File: config.mk
export PLATFORM = sky130hd
export DESIGN_NAME = color_scan_controller
export DESIGN_NICKNAME = d
export VERILOG_FILES = /design/src/rtl/color_scan_pkg.sv /design/src/rtl/color_vote_counter.sv /design/src/rtl/color_scan_controller.sv
export SDC_FILE = /design/constraint.sdc
export NUM_CORES = 1
export LEC_CHECK = 0
export ABC_AREA = 1
export CAP_MARGIN = 5
export CORE_MARGIN = 2
export CORE_UTILIZATION = 60
export DETAILED_ROUTE_END_ITERATION = 12
export MAX_ROUTING_LAYER = met4
export PLACE_DENSITY = 0.9
export SLEW_MARGIN = 20
export SYNTH_ARGS = -nofsm -noshare
export SYNTH_HDL_FRONTEND = slang
export SYNTH_SLANG_ARGS = --single-unit
File: constraint.sdc
create_clock -name clk -period 6.9 [get_ports clk]
set_input_delay 1.725 -clock clk [delete_from_list [all_inputs] [get_ports clk]]
set_output_delay 1.725 -clock clk [all_outputs]
set_load 0.01 [all_outputs]
File: src/rtl/color_scan_pkg.sv
// Shared encodings and state type for the colour scan controller and its vote counter.
// Colour codes follow the detector's 2-bit output; owner codes follow resultOwner.
package color_scan_pkg;

  localparam logic [1:0] COLOR_RED    = 2'b00;
  localparam logic [1:0] COLOR_GREEN  = 2'b01;
  localparam logic [1:0] COLOR_BLUE   = 2'b10;
  localparam logic [1:0] COLOR_YELLOW = 2'b11;

  localparam logic OWNER_GAME  = 1'b0;
  localparam logic OWNER_DEBUG = 1'b1;

  typedef enum logic [2:0] {
    IDLE      = 3'd0,
    ARB       = 3'd1,
    START     = 3'd2,
    WAIT_DONE = 3'd3,
    GAP       = 3'd4,
    DECIDE    = 3'd5,
    RESPOND   = 3'd6
  } state_t;

  // Round-robin: on a tie, whoever was not served last wins.
  function automatic logic rr_winner(input logic last_owner);
    return ~last_owner;
  endfunction

endpackage

File: src/rtl/color_vote_counter.sv
// Four saturating per-colour vote counters with combinational majority and
// argmax (ties resolve to the lowest colour encoding).
module color_vote_counter
  import color_scan_pkg::*;
#(
  parameter int NUM_SAMPLES = 3
) (
  input  logic       clk,
  input  logic       reset,
  input  logic       i_clear,
  input  logic       i_inc,
  input  logic [1:0] i_color,
  output logic       o_majority,
  output logic [1:0] o_majority_color,
  output logic [1:0] o_argmax_color
);

  localparam int CW = $clog2(NUM_SAMPLES + 1);
  localparam logic [CW-1:0] HALF    = CW'(NUM_SAMPLES / 2);
  localparam logic [CW-1:0] CNT_MAX = {CW{1'b1}};

  logic [CW-1:0] r_count [4];
  logic          w_majority;
  logic [1:0]    w_majority_color;
  logic [1:0]    w_best;

  // Clear has priority over increment so a retry starts from an empty tally.
  always_ff @(posedge clk or negedge reset) begin
    if (!reset) begin
      for (int i = 0; i < 4; i++) r_count[i] <= {CW{1'b0}};
    end else if (i_clear) begin
      for (int i = 0; i < 4; i++) r_count[i] <= {CW{1'b0}};
    end else if (i_inc && (r_count[i_color] != CNT_MAX)) begin
      r_count[i_color] <= r_count[i_color] + CW'(1);
    end
  end

  always_comb begin
    w_majority       = 1'b0;
    w_majority_color = COLOR_RED;
    w_best           = COLOR_RED;
    for (int i = 0; i < 4; i++) begin
      if (r_count[i] > HALF) begin
        w_majority       = 1'b1;
        w_majority_color = 2'(i);
      end else begin
        w_majority       = w_majority;
      end
      w_best = (r_count[i] > r_count[w_best]) ? 2'(i) : w_best;
    end
  end

  assign o_majority       = w_majority;
  assign o_majority_color = w_majority_color;
  assign o_argmax_color   = w_best;

endmodule

File: src/rtl/color_scan_controller.sv
// Arbitrates game/debug requests for the TCS3200 detector, runs NUM_SAMPLES
// timed detections per vote set, majority-votes them and hands back one colour.
module color_scan_controller
  import color_scan_pkg::*;
#(
  parameter int NUM_SAMPLES   = 3,
  parameter int GAP_TICKS     = 1024,
  parameter int TIMEOUT_TICKS = 2**22,
  parameter int RETRY_LIMIT   = 2
) (
  input  logic       clk,
  input  logic       reset,
  input  logic       reqGame,
  input  logic       reqDebug,
  output logic       startDetection,
  input  logic       detectionComplete,
  input  logic [1:0] colorIn,
  output logic       resultValid,
  output logic [1:0] resultColor,
  output logic       resultOwner,
  output logic       resultError,
  input  logic       resultAck,
  output logic       busy
);

  localparam int SW = $clog2(NUM_SAMPLES + 1);
  localparam int TW = $clog2(TIMEOUT_TICKS);
  localparam int GW = $clog2(GAP_TICKS + 1);
  localparam int RW = (RETRY_LIMIT < 1) ? 1 : $clog2(RETRY_LIMIT + 1);

  localparam logic [SW-1:0] LAST_SAMPLE = SW'(NUM_SAMPLES - 1);
  localparam logic [TW-1:0] TMO_LAST    = TW'(TIMEOUT_TICKS - 1);
  localparam logic [GW-1:0] GAP_LAST    = GW'(GAP_TICKS - 1);
  localparam logic [RW-1:0] RETRY_MAX   = RW'(RETRY_LIMIT);

  state_t        r_state, w_next_state;
  logic          r_owner, r_last_owner;
  logic [SW-1:0] r_sample_idx;
  logic [RW-1:0] r_retry;
  logic [TW-1:0] r_tmo_cnt;
  logic [GW-1:0] r_gap_cnt;
  logic          r_start, r_valid, r_error, r_busy;
  logic [1:0]    r_color;

  logic          w_vote_clear, w_vote_inc, w_retry_inc;
  logic          w_res_load, w_res_error, w_grant_owner;
  logic [1:0]    w_res_color;
  logic          w_majority;
  logic [1:0]    w_majority_color, w_argmax_color;

  color_vote_counter #(.NUM_SAMPLES(NUM_SAMPLES)) u_vote (
    .clk              (clk),
    .reset            (reset),
    .i_clear          (w_vote_clear),
    .i_inc            (w_vote_inc),
    .i_color          (colorIn),
    .o_majority       (w_majority),
    .o_majority_color (w_majority_color),
    .o_argmax_color   (w_argmax_color)
  );

  always_ff @(posedge clk or negedge reset) begin
    if (!reset) r_state <= IDLE;
    else        r_state <= w_next_state;
  end

  // Done beats timeout when both land in the same WAIT_DONE cycle.
  always_comb begin
    w_next_state  = r_state;
    w_vote_clear  = 1'b0;
    w_vote_inc    = 1'b0;
    w_retry_inc   = 1'b0;
    w_res_load    = 1'b0;
    w_res_error   = 1'b0;
    w_res_color   = COLOR_RED;
    w_grant_owner = r_owner;
    case (r_state)
      IDLE: begin
        if (reqGame || reqDebug) w_next_state = ARB;
        else                     w_next_state = IDLE;
      end
      ARB: begin
        w_vote_clear = 1'b1;
        if (reqGame && reqDebug) begin
          w_grant_owner = rr_winner(r_last_owner);
          w_next_state  = START;
        end else if (reqGame) begin
          w_grant_owner = OWNER_GAME;
          w_next_state  = START;
        end else if (reqDebug) begin
          w_grant_owner = OWNER_DEBUG;
          w_next_state  = START;
        end else begin
          w_next_state  = IDLE;
        end
      end
      START: w_next_state = WAIT_DONE;
      WAIT_DONE: begin
        if (detectionComplete) begin
          w_vote_inc   = 1'b1;
          w_next_state = (r_sample_idx == LAST_SAMPLE) ? DECIDE : GAP;
        end else if (r_tmo_cnt == TMO_LAST) begin
          w_res_load   = 1'b1;
          w_res_error  = 1'b1;
          w_res_color  = COLOR_RED;
          w_next_state = RESPOND;
        end else begin
          w_next_state = WAIT_DONE;
        end
      end
      GAP: w_next_state = (r_gap_cnt == GAP_LAST) ? START : GAP;
      DECIDE: begin
        if (w_majority) begin
          w_res_load   = 1'b1;
          w_res_color  = w_majority_color;
          w_next_state = RESPOND;
        end else if (r_retry < RETRY_MAX) begin
          w_retry_inc  = 1'b1;
          w_vote_clear = 1'b1;
          w_next_state = GAP;
        end else begin
          w_res_load   = 1'b1;
          w_res_error  = 1'b1;
          w_res_color  = w_argmax_color;
          w_next_state = RESPOND;
        end
      end
      RESPOND: begin
        if (resultAck) w_next_state = IDLE;
        else           w_next_state = RESPOND;
      end
      default: w_next_state = IDLE;
    endcase
  end

  // Counters, result latches and registered outputs derived from the next state.
  always_ff @(posedge clk or negedge reset) begin
    if (!reset) begin
      r_owner      <= OWNER_GAME;
      r_last_owner <= OWNER_DEBUG;
      r_sample_idx <= {SW{1'b0}};
      r_retry      <= {RW{1'b0}};
      r_tmo_cnt    <= {TW{1'b0}};
      r_gap_cnt    <= {GW{1'b0}};
      r_start      <= 1'b0;
      r_valid      <= 1'b0;
      r_error      <= 1'b0;
      r_busy       <= 1'b0;
      r_color      <= COLOR_RED;
    end else begin
      if (r_state == ARB) r_owner <= w_grant_owner;
      if ((r_state == RESPOND) && resultAck) r_last_owner <= r_owner;

      if (w_vote_clear)    r_sample_idx <= {SW{1'b0}};
      else if (w_vote_inc) r_sample_idx <= r_sample_idx + SW'(1);

      if (r_state == ARB)   r_retry <= {RW{1'b0}};
      else if (w_retry_inc) r_retry <= r_retry + RW'(1);

      if (r_state == WAIT_DONE) r_tmo_cnt <= r_tmo_cnt + TW'(1);
      else                      r_tmo_cnt <= {TW{1'b0}};

      if (r_state == GAP) r_gap_cnt <= r_gap_cnt + GW'(1);
      else                r_gap_cnt <= {GW{1'b0}};

      if (w_res_load) begin
        r_color <= w_res_color;
        r_error <= w_res_error;
      end

      r_start <= (w_next_state == START);
      r_valid <= (w_next_state == RESPOND);
      r_busy  <= (w_next_state != IDLE);
    end
  end

  assign startDetection = r_start;
  assign resultValid    = r_valid;
  assign resultColor    = r_color;
  assign resultOwner    = r_owner;
  assign resultError    = r_error;
  assign busy           = r_busy;

endmodule
==> out/metrics.cfg <==
[clock_network]
cts_sinks = 56
cts_buffers = 5
post_cts_buffers = 0
cts.htree.levels = 2
cts_tree = yes
clk_pin_slew_ns = 0.10
root_buffer = clkbuf_8
cts_hold_buffers = 0
ctsResizeCount = 0
clk-insertion-delay-late_ns = 0.32
clk_path_buf_depth = 2

[timing]
maxSlewHeadroom = 0.534
finalWorstSetupSlack_ns = 3.39
rsz0062_at_grt = no
finalMaxSlewViolations = 0
setup_viol = 0
finalCritPeriodShare = 0.509
fmax_ghz = 0.285
hold_slack_ns = 0.464
tns_ns = 0
period_needed_ns = 3.51
worst_pin_slew_ns = 0.698
hold_viol = 0
skew_ns = 0.00811

[global_route]
grt_pass1_vias = 2323
antenna_found_initial = 0
grt_start_max_net_pins = 57
grt_util_all_layers = 0.237
grt_pass1_wl_mm = 9.96
grt-ovfl-total = 0

[final_layout]
n_antenna_cell = 0
nNetsFinal = 444
fin_cells = 496
drive_gt1_frac = 0.0516
layout_commonest_cell = nand2_1
layout_common_cells = nand2_1 (89), inv_1 (63), nor2_1 (62)
nFillCells = 419
syn_to_final_growth_pct = 10.0

[worst_setup_path]
crit_path_end_kind = flip-flop
slowest_delay_ns = 0.46
criticalPathCategory = flip-flop to flip-flop
worstPathCellList = inv_1 -> ha_1 -> nor2_1 -> o21ai_0 -> nand2_1 -> o21ai_0 -> ha_1 -> nor2_1 -> o21ai_0 -> o211ai_1 -> o21ai_0 -> inv_1 -> ha_1 -> inv_1 -> nor2_1 -> o21ai_0 -> nand2_1 -> a31oi_1 -> nand2_1
critPathBufInv = 3
worstPathMaxFanout = 6
cpMaxStageDelayCell = o21ai_0
path_delay_family = compound AO/OA/AOI/OAI gates
required_ns = 7.11
arrival_ns = 3.72
startpoint_type = flip-flop
crit_top_cell = o21ai_0

[logic_synthesis]
synth_nets = 424
synth_cell_types = 32
syn_area_per_cell_um2 = 7.62
syn-cell-area_um2 = 3080
synth-seq-cells = 56
seq_area_frac_synth = 0.455
syn_inst = 405
ys_warn_count = 0

[route]
via_per_inst = 5.19
wl_per_cell_um = 11.9
top_layer = met4
drt_iter0_drc = 78
wl_met2_mm = 2.95
wl_met1_mm = 2.71
wl_mm = 5.92
vias = 2574
remaining_drc_errors = 0
wl_met3_um = 183
antenna_left = 0
dr.pass1.iters = 5

[power]
p_leak_nw = 1.57
total_power_uw = 912
power_density_nw_per_um2 = 269
ir_drop_mv = 0.160

[die]
fp.dieW_um = 75.7
initial_core_util = 0.612
coreArea_um2 = 5040
pin_count = 15
placementRows = 26
die_area_um2 = 5730
die_h_um = 75.7

[placed_design]
gp_congestion = 0.872
dp_slack_ns = 3.12
dp_hpwl_mm = 4.44
portBuffers = 14
placed_cells = 488

[status]
outcome = complete, no violations

[flow_run]
drv_cap = 0

[hold_path]
min_path_type = flip-flop to flip-flop

-- worst register-to-register path: cells and delay by family, from the launching register on --
| family | cells | cell delay (ns) |
|---|---|---|
| buffers and inverters | 3 | 0.21 |
| and+or+nand+nor | 6 | 0.37 |
| DFF | 1 | 0.45 |
| adders and majority gates | 3 | 0.78 |
| AOI/OAI and AO/OA | 7 | 1.60 |
-- routing by layer --
layer / vias up / global-route usage
met4: 0 / 0.0702
met5: - / -
met2: 41 / 0.391
met1: 1185 / 0.296
li1: 1340 / -
met3: 8 / 0.0503
-- path summary, 6_finish.rpt --
| kind | from | slack [ns] | endpoint | depth (start not counted) |
|---|---|---|---|---|
| worst max-delay path | u_vote.r_count[5] | 3.39 | resultColor[1] | 19 |
| worst min-delay path | r_gap_cnt[0] | 0.46 | r_gap_cnt[0] | 1 |
| worst max register to register | u_vote.r_count[5] | 3.39 | resultColor[1] | 19 |
| worst min register to register | r_gap_cnt[0] | 0.46 | r_gap_cnt[0] | 1 |
| max in group asynchronous | reset | 4.91 | u_vote.r_count[5] | 2 |
| min in group asynchronous | reset | 1.53 | r_tmo_cnt[2] | 2 |
-- layout make-up --
cell class | count | area, µm² | area share
clock inverter | 2 | 16.3 | 0.00479
tap | 70 | 87.6 | 0.0258
timing repair buffer | 15 | 143 | 0.0420
multi-input combinational | 282 | 1430 | 0.421
clock buffer | 6 | 72.6 | 0.0214
inverter | 65 | 244 | 0.0719
sequential | 56 | 1400 | 0.413
-- metrics by stage --
stage                     area (µm²)   util
after floorplan                 3080      -
after global placement          3300  0.655
after detailed placement        3300  0.655
after CTS                       3390  0.673
after global routing            3390  0.673
final                           3390  0.673
-- cell usage after synthesis --
cell type | number | area (µm²)
buf_2 | 2 | 10.0
nor2_8 | 1 | 20.0
nor3_1 | 8 | 40.0
a211oi_1 | 1 | 7.51
ha_1 | 11 | 138
xnor2_1 | 1 | 8.76
a31oi_1 | 3 | 18.8
a21oi_1 | 22 | 110
dfrtp_1 | 55 | 1380
nor3_4 | 1 | 16.3
and2_1 | 1 | 6.26
inv_2 | 2 | 7.51
a22oi_1 | 1 | 7.51
nor2_1 | 62 | 233
nand2_1 | 89 | 334
o22ai_1 | 2 | 12.5
o21bai_1 | 2 | 15.0
nand3_1 | 25 | 125
o21ai_1 | 4 | 20.0
nand2_4 | 1 | 11.3
nand2_2 | 2 | 12.5
dfstp_2 | 1 | 26.3
nand4_1 | 7 | 43.8
o31ai_1 | 2 | 15.0
nor2_4 | 2 | 22.5
o221ai_1 | 1 | 8.76
nor2_2 | 1 | 6.26
xor2_1 | 4 | 35.0
nand3_2 | 2 | 20.0
o21ai_0 | 22 | 110
o211ai_1 | 4 | 30.0
inv_1 | 63 | 236
-- registers in the layout (all words and copies together) (netlist names), 2 cells and up --
name / cells
resultColor: 2
r_state: 3
u_vote.r_count: 8
r_gap_cnt: 11
r_retry: 2
r_sample_idx: 2
r_tmo_cnt: 22
-- report_power, final --
part | switching (mW) | internal [mW]
logic | 0.197 | 0.115
registers | 0.0404 | 0.376
clock network | 0.112 | 0.0725
total | 0.349 | 0.563
-- cell families after synthesis --
family	count (synthesis)	share of synthesized area
simple gates	202	0.289
buf+inv	67	0.0824
compound gates	64	0.115
flops	56	0.455
fa+ha+maj	11	0.0446
xor+xnor	5	0.0142
Power figures use the tool's default switching activity.
